$ cat src/rtl/rca_operand_sequencer.sv
// Operand sequencer around a combinational ripple-carry adder: collects A/B, waits SETTLE cycles, captures the sum.
// Optional sum checker enabled by defining RCA_SUM_CHECK_EN (adds chk_err and err_count ports).
module rca_operand_sequencer #(
    parameter int W      = 16,
    parameter int SETTLE = 2,
    parameter int CNT_W  = 8
) (
    input  logic             clk,
    input  logic             rst,
    input  logic             in_valid,
    output logic             in_ready,
    input  logic [W-1:0]     in_data,
    output logic [W-1:0]     add_a,
    output logic [W-1:0]     add_b,
    input  logic [W:0]       add_sum,
    output logic             out_valid,
    input  logic             out_ready,
    output logic [W:0]       out_sum,
    output logic [CNT_W-1:0] out_count,
    output logic             busy
`ifdef RCA_SUM_CHECK_EN
    ,
    output logic             chk_err,
    output logic [CNT_W-1:0] err_count
`endif
);

    typedef enum logic [1:0] {
        ST_GET_A,
        ST_GET_B,
        ST_SETTLE,
        ST_OUT
    } state_t;

    localparam logic [7:0] SETTLE_LD = 8'(SETTLE);

    state_t       state;
    logic [W-1:0] a_reg;
    logic [7:0]   wait_cnt;

`ifdef RCA_SUM_CHECK_EN
    logic [W:0] sum_ref;

    always_comb begin
        sum_ref = {1'b0, add_a} + {1'b0, add_b};
    end
`endif

    // add_a/add_b are only written on a B transfer so the adder inputs stay quiet while settling.
    always_ff @(posedge clk) begin
        if (rst) begin
            state     <= ST_GET_A;
            a_reg     <= '0;
            add_a     <= '0;
            add_b     <= '0;
            wait_cnt  <= '0;
            out_sum   <= '0;
            out_valid <= 1'b0;
            out_count <= '0;
            in_ready  <= 1'b1;
            busy      <= 1'b0;
`ifdef RCA_SUM_CHECK_EN
            chk_err   <= 1'b0;
            err_count <= '0;
`endif
        end else begin
            case (state)
                ST_GET_A: begin
                    if (in_valid) begin
                        a_reg <= in_data;
                        state <= ST_GET_B;
                        busy  <= 1'b1;
                    end
                end
                ST_GET_B: begin
                    if (in_valid) begin
                        add_a    <= a_reg;
                        add_b    <= in_data;
                        wait_cnt <= SETTLE_LD;
                        state    <= ST_SETTLE;
                        in_ready <= 1'b0;
                    end
                end
                ST_SETTLE: begin
                    if (wait_cnt != 8'd0) begin
                        wait_cnt <= wait_cnt - 8'd1;
                    end else begin
                        out_sum   <= add_sum;
                        out_valid <= 1'b1;
                        state     <= ST_OUT;
`ifdef RCA_SUM_CHECK_EN
                        if (add_sum != sum_ref) begin
                            chk_err <= 1'b1;
                            if (err_count != '1) begin
                                err_count <= err_count + CNT_W'(1);
                            end
                        end
`endif
                    end
                end
                ST_OUT: begin
                    if (out_ready) begin
                        out_valid <= 1'b0;
                        out_count <= out_count + CNT_W'(1);
                        state     <= ST_GET_A;
                        in_ready  <= 1'b1;
                        busy      <= 1'b0;
                    end
                end
                default: begin
                    state     <= ST_GET_A;
                    out_valid <= 1'b0;
                    in_ready  <= 1'b1;
                    busy      <= 1'b0;
                end
            endcase
        end
    end

endmodule
$ cat config.mk
export PLATFORM = sky130hd
export DESIGN_NAME = rca_operand_sequencer
export DESIGN_NICKNAME = d
export VERILOG_FILES = /design/src/rtl/rca_operand_sequencer.sv
export SDC_FILE = /design/constraint.sdc
export NUM_CORES = 1
export LEC_CHECK = 0
export BUFFER_PORTS_ARGS = -buffer_cell sky130_fd_sc_hd__buf_2
export CELL_PAD_IN_SITES_DETAIL_PLACEMENT = 2
export CELL_PAD_IN_SITES_GLOBAL_PLACEMENT = 2
export CORE_MARGIN = 5
export CORE_UTILIZATION = 29
export DETAILED_ROUTE_END_ITERATION = 10
export GPL_ROUTABILITY_DRIVEN = 0
export HOLD_SLACK_MARGIN = 0.08
export MAX_ROUTING_LAYER = met4
export PLACE_DENSITY = 0.86
export SETUP_SLACK_MARGIN = 0.4
export SYNTH_ARGS = -nofsm -noshare
export SYNTH_HDL_FRONTEND = slang
export SYNTH_SLANG_ARGS = --single-unit
$ cat constraint.sdc
create_clock -name clk -period 2.25 [get_ports clk]
set_input_delay 0.225 -clock clk [delete_from_list [all_inputs] [get_ports clk]]
set_output_delay 0.225 -clock clk [all_outputs]
set_load 0.01 [all_outputs]
==> out/metrics.yaml <==
cells_and_area:
  largest_register_ff_count: 17
  area_growth_pct: 31.67
  largest_register: "out_sum"
  fillCellCount: 1293
  most_frequent_cells_in_the_layout: "sky130_fd_sc_hd__nand2_1, sky130_fd_sc_hd__buf_2, sky130_fd_sc_hd__dfxtp_1"
  design.final.nets: 547
  n_antenna_cell: 0
  stdcell_area_um2: 4349
  fraction_of_final_layout_cells_sized_beyond_drive_strength_1_pct: 27.27
  most_frequent_standard_cell_in_the_layout_excluding_fill_and_tap_cells: "sky130_fd_sc_hd__nand2_1"
  postLayoutCoreUtil_pct: 38.58
logic_synthesis:
  synth_top_area_cell: "sky130_fd_sc_hd__dfxtp_1"
  top_reg_cell_synth: "sky130_fd_sc_hd__dfxtp_1"
  post_synth.cell_area_avg_um2: 8.116
  synth_cell_area_um2: 3303
  mappedNetlistNets: 452
  synth_async_sr_flop_share_pct: 0
  yosys_register_bits: 86
  synth-edff-count: 0
  postSynthCellCount: 407
  yosys_warnings: 0
  ys_top_cells_by_area: "sky130_fd_sc_hd__dfxtp_1, sky130_fd_sc_hd__nand2_1, sky130_fd_sc_hd__a21oi_1, sky130_fd_sc_hd__ha_1, sky130_fd_sc_hd__xor2_1"
  count_of_distinct_cell_types_in_the_synthesized_netlist: 39
  yosysTopAreaCellShare_pct: 52.12
  synth-seq-area-share_pct: 52.12
drt:
  wl_per_cell_um: 16.80
  detailedRoute.firstPassIterationCount: 4
  route.vias.total: 3159
  routed_wirelength_um: 10900
  routed_via_density: 4.867
  drt-initial-drc-count: 129
  detail_route.drc_violations: 0
  final_antenna_net_count: 0
worst_setup_path:
  worstSetupPathType: "flop to flop"
  r2r_cells: 4
  timing.critical_path.from_type: "flop"
  crit_arrival_ps: 2170
  maximum_fanout_along_the_worst_path: 3
  crit_chain: "or4_4 -> or4b_4 -> a21oi_4 -> mux2i_1"
  critical_path.slowest_cell: "sky130_fd_sc_hd__or4b_4"
  worst_path_largest_cell_delay_ps: 570
  endpoint_kind: "flop"
  required_ps: 2510
sta:
  worst-slew-pin-transition_ps: 679.8
  setup-violations-final: 0
  final.setup.tns_ps: 0
  report.final.slew_viol_count: 0
  finClkSkew_ps: 8.125
  final.period_utilization_pct: 84.88
  fin_worst_hold_slack_ps: 122.2
  final.min_clock_period_ps: 1910
  finalHoldViolations: 0
  remaining_max_slew_budget_at_the_tightest_pin_pct: 54.68
  rsz0062_at_grt: "true"
  fmaxAchievable_ghz: 0.5236
floorplan:
  die_width_um: 116.7
  initial_utilization_pct: 29.30
  floorplan.die_area_um2: 13620
  fp.coreArea_um2: 11270
  io_pins: 97
  rows: 39
  die_h_um: 116.7
global_routing:
  grt_remaining_overflow: 0
  grt_start_max_net_pins: 35
  antenna_found_initial: 0
  grt_first_pass_wirelength_um: 17350
  groute.usage.overall_pct: 16.77
  grt_pass1_vias: 3500
placement:
  io_buffer_count: 96
  placement.cell_area_um2: 3914
  hpwl_after_detailed_placement_um: 7614
power_and_ir_drop:
  peakVddDrop_mv: 0.3648
  comb_power_share_pct: 28.9
  power.leakage_nw: 1.848
  seq_power_share_pct: 38.4
  power_switching_mw: 1.640
  clkPwrFrac_pct: 32.7
  internal_power_component_mw: 3.327
  power_switching_share_pct: 33.01
  power-per-cell-area_nw_per_um2: 1142
clock_tree:
  numClockSinks: 86
  clk-insertion-delay-late_ps: 350
  h-tree-depth: 3
  clk_root_buffer_cell: "sky130_fd_sc_hd__clkbuf_16"
  tritoncts: "yes"
  cts_max_path_buffers: 2
  clkSlewWorstSetupHoldPaths_ps: 60
  cts_made_buffers: 9
run:
  drv.max_cap_violation_count: 0
min_path:
  min_delay_path_depth: 3
  min_delay_worst_type: "input port to flop"
outcome:
  status: "complete, no violations"
[cells by family (layout without fill, tap and decap cells)]
| kind of cell | after synthesis | count (layout) | synth area share, % |
|---|---|---|---|
| flops | 86 | 86 | 52.12 |
| simple gates | 183 | 183 | 23.26 |
| mux | 4 | 4 | 1.250 |
| fa+ha+maj | 8 | 8 | 3.030 |
| buf+inv | 31 | 130 | 3.674 |
| compound gates | 87 | 87 | 14.55 |
| xor+xnor | 8 | 8 | 2.121 |
[timing repair]
action / CTS / global route
pin swaps: 1 / 3
hold buffers: 0 / 0
resized for setup: 7 / 11
endpoints found under the setup margin: 26 / 26
buffers inserted: 3 / 3
[metal layers]
metal  GRT usage (%)  up-vias  share of wire (%)
met4           5.505        0                1.6
met2           29.31       65                 52
met1           18.63     1540                 41
met3           4.197       15                5.2
li1                -     1539                  -
met5               -        -                  0
[Yosys cell counts (2+ instances only)]
library cell	n
sky130_fd_sc_hd__nand3_1	4
sky130_fd_sc_hd__nor4_1	2
sky130_fd_sc_hd__ha_1	8
sky130_fd_sc_hd__and3_1	2
sky130_fd_sc_hd__o21a_1	2
sky130_fd_sc_hd__buf_1	2
sky130_fd_sc_hd__clkbuf_1	18
sky130_fd_sc_hd__and2_1	2
sky130_fd_sc_hd__nand2_1	142
sky130_fd_sc_hd__nor3_1	2
sky130_fd_sc_hd__o21ai_0	3
sky130_fd_sc_hd__xor2_1	8
sky130_fd_sc_hd__o211ai_1	2
sky130_fd_sc_hd__mux2i_1	3
sky130_fd_sc_hd__dfxtp_1	86
sky130_fd_sc_hd__buf_2	4
sky130_fd_sc_hd__nand4_1	4
sky130_fd_sc_hd__inv_1	7
sky130_fd_sc_hd__nor2_1	13
sky130_fd_sc_hd__or3_1	5
sky130_fd_sc_hd__a21oi_1	70
[path summary, 6_finish.rpt]
check,end,slack [ps],startpoint
max,state[1]$_SDFFE_PP0P_,340,wait_cnt[3]$_SDFFE_PP0P_
max reg2reg,state[1]$_SDFFE_PP0P_,340,wait_cnt[3]$_SDFFE_PP0P_
min reg2reg,add_b[3]$_SDFFE_PP0P_,460,add_b[3]$_SDFFE_PP0P_
min,out_sum[10]$_SDFFE_PP0P_,120,add_sum[10]
[power groups by stage]
stage	logic (mW)	clock network (mW)	registers [mW]
global placement	1.16	0	1.91
finish	1.43	1.63	1.91
CTS	1.32	1.67	1.90
detailed placement	1.23	0	1.93
floorplan	0.804	0	1.95
global route	1.60	1.73	1.94
[metrics by stage]
| step | std cells | power (mW) | setup WS, ps |
|---|---|---|---|
| floorplan | 407 | 2.752 | 361.6 |
| global placement | 628 | 3.070 | 279.2 |
| detailed placement | 628 | 3.163 | 205.8 |
| CTS | 646 | 4.890 | 381.8 |
| global route | 649 | 5.260 | 329.8 |
| finish | 649 | 4.966 | 340.2 |
[layout make-up]
| type | count | area (um^2) | share of cell area (%) |
|---|---|---|---|
| clock buffer | 10 | 239.0 | 5.495 |
| sequential | 86 | 1729 | 39.76 |
| tap | 143 | 178.9 | 4.114 |
| inverter | 7 | 26.28 | 0.6041 |
| clock inverter | 5 | 82.58 | 1.899 |
| multi-input combinational | 290 | 1519 | 34.93 |
| timing repair buffer | 108 | 574.3 | 13.20 |
[critical path, delay by kind of cell (launching register included)]
kind               cells  cell delay (ps)
and+or+nand+nor        2             1090
AOI/OAI and AO/OA      1              180
DFF                    1              340
muxes                  1              210
(Power assumes the default switching activity.)
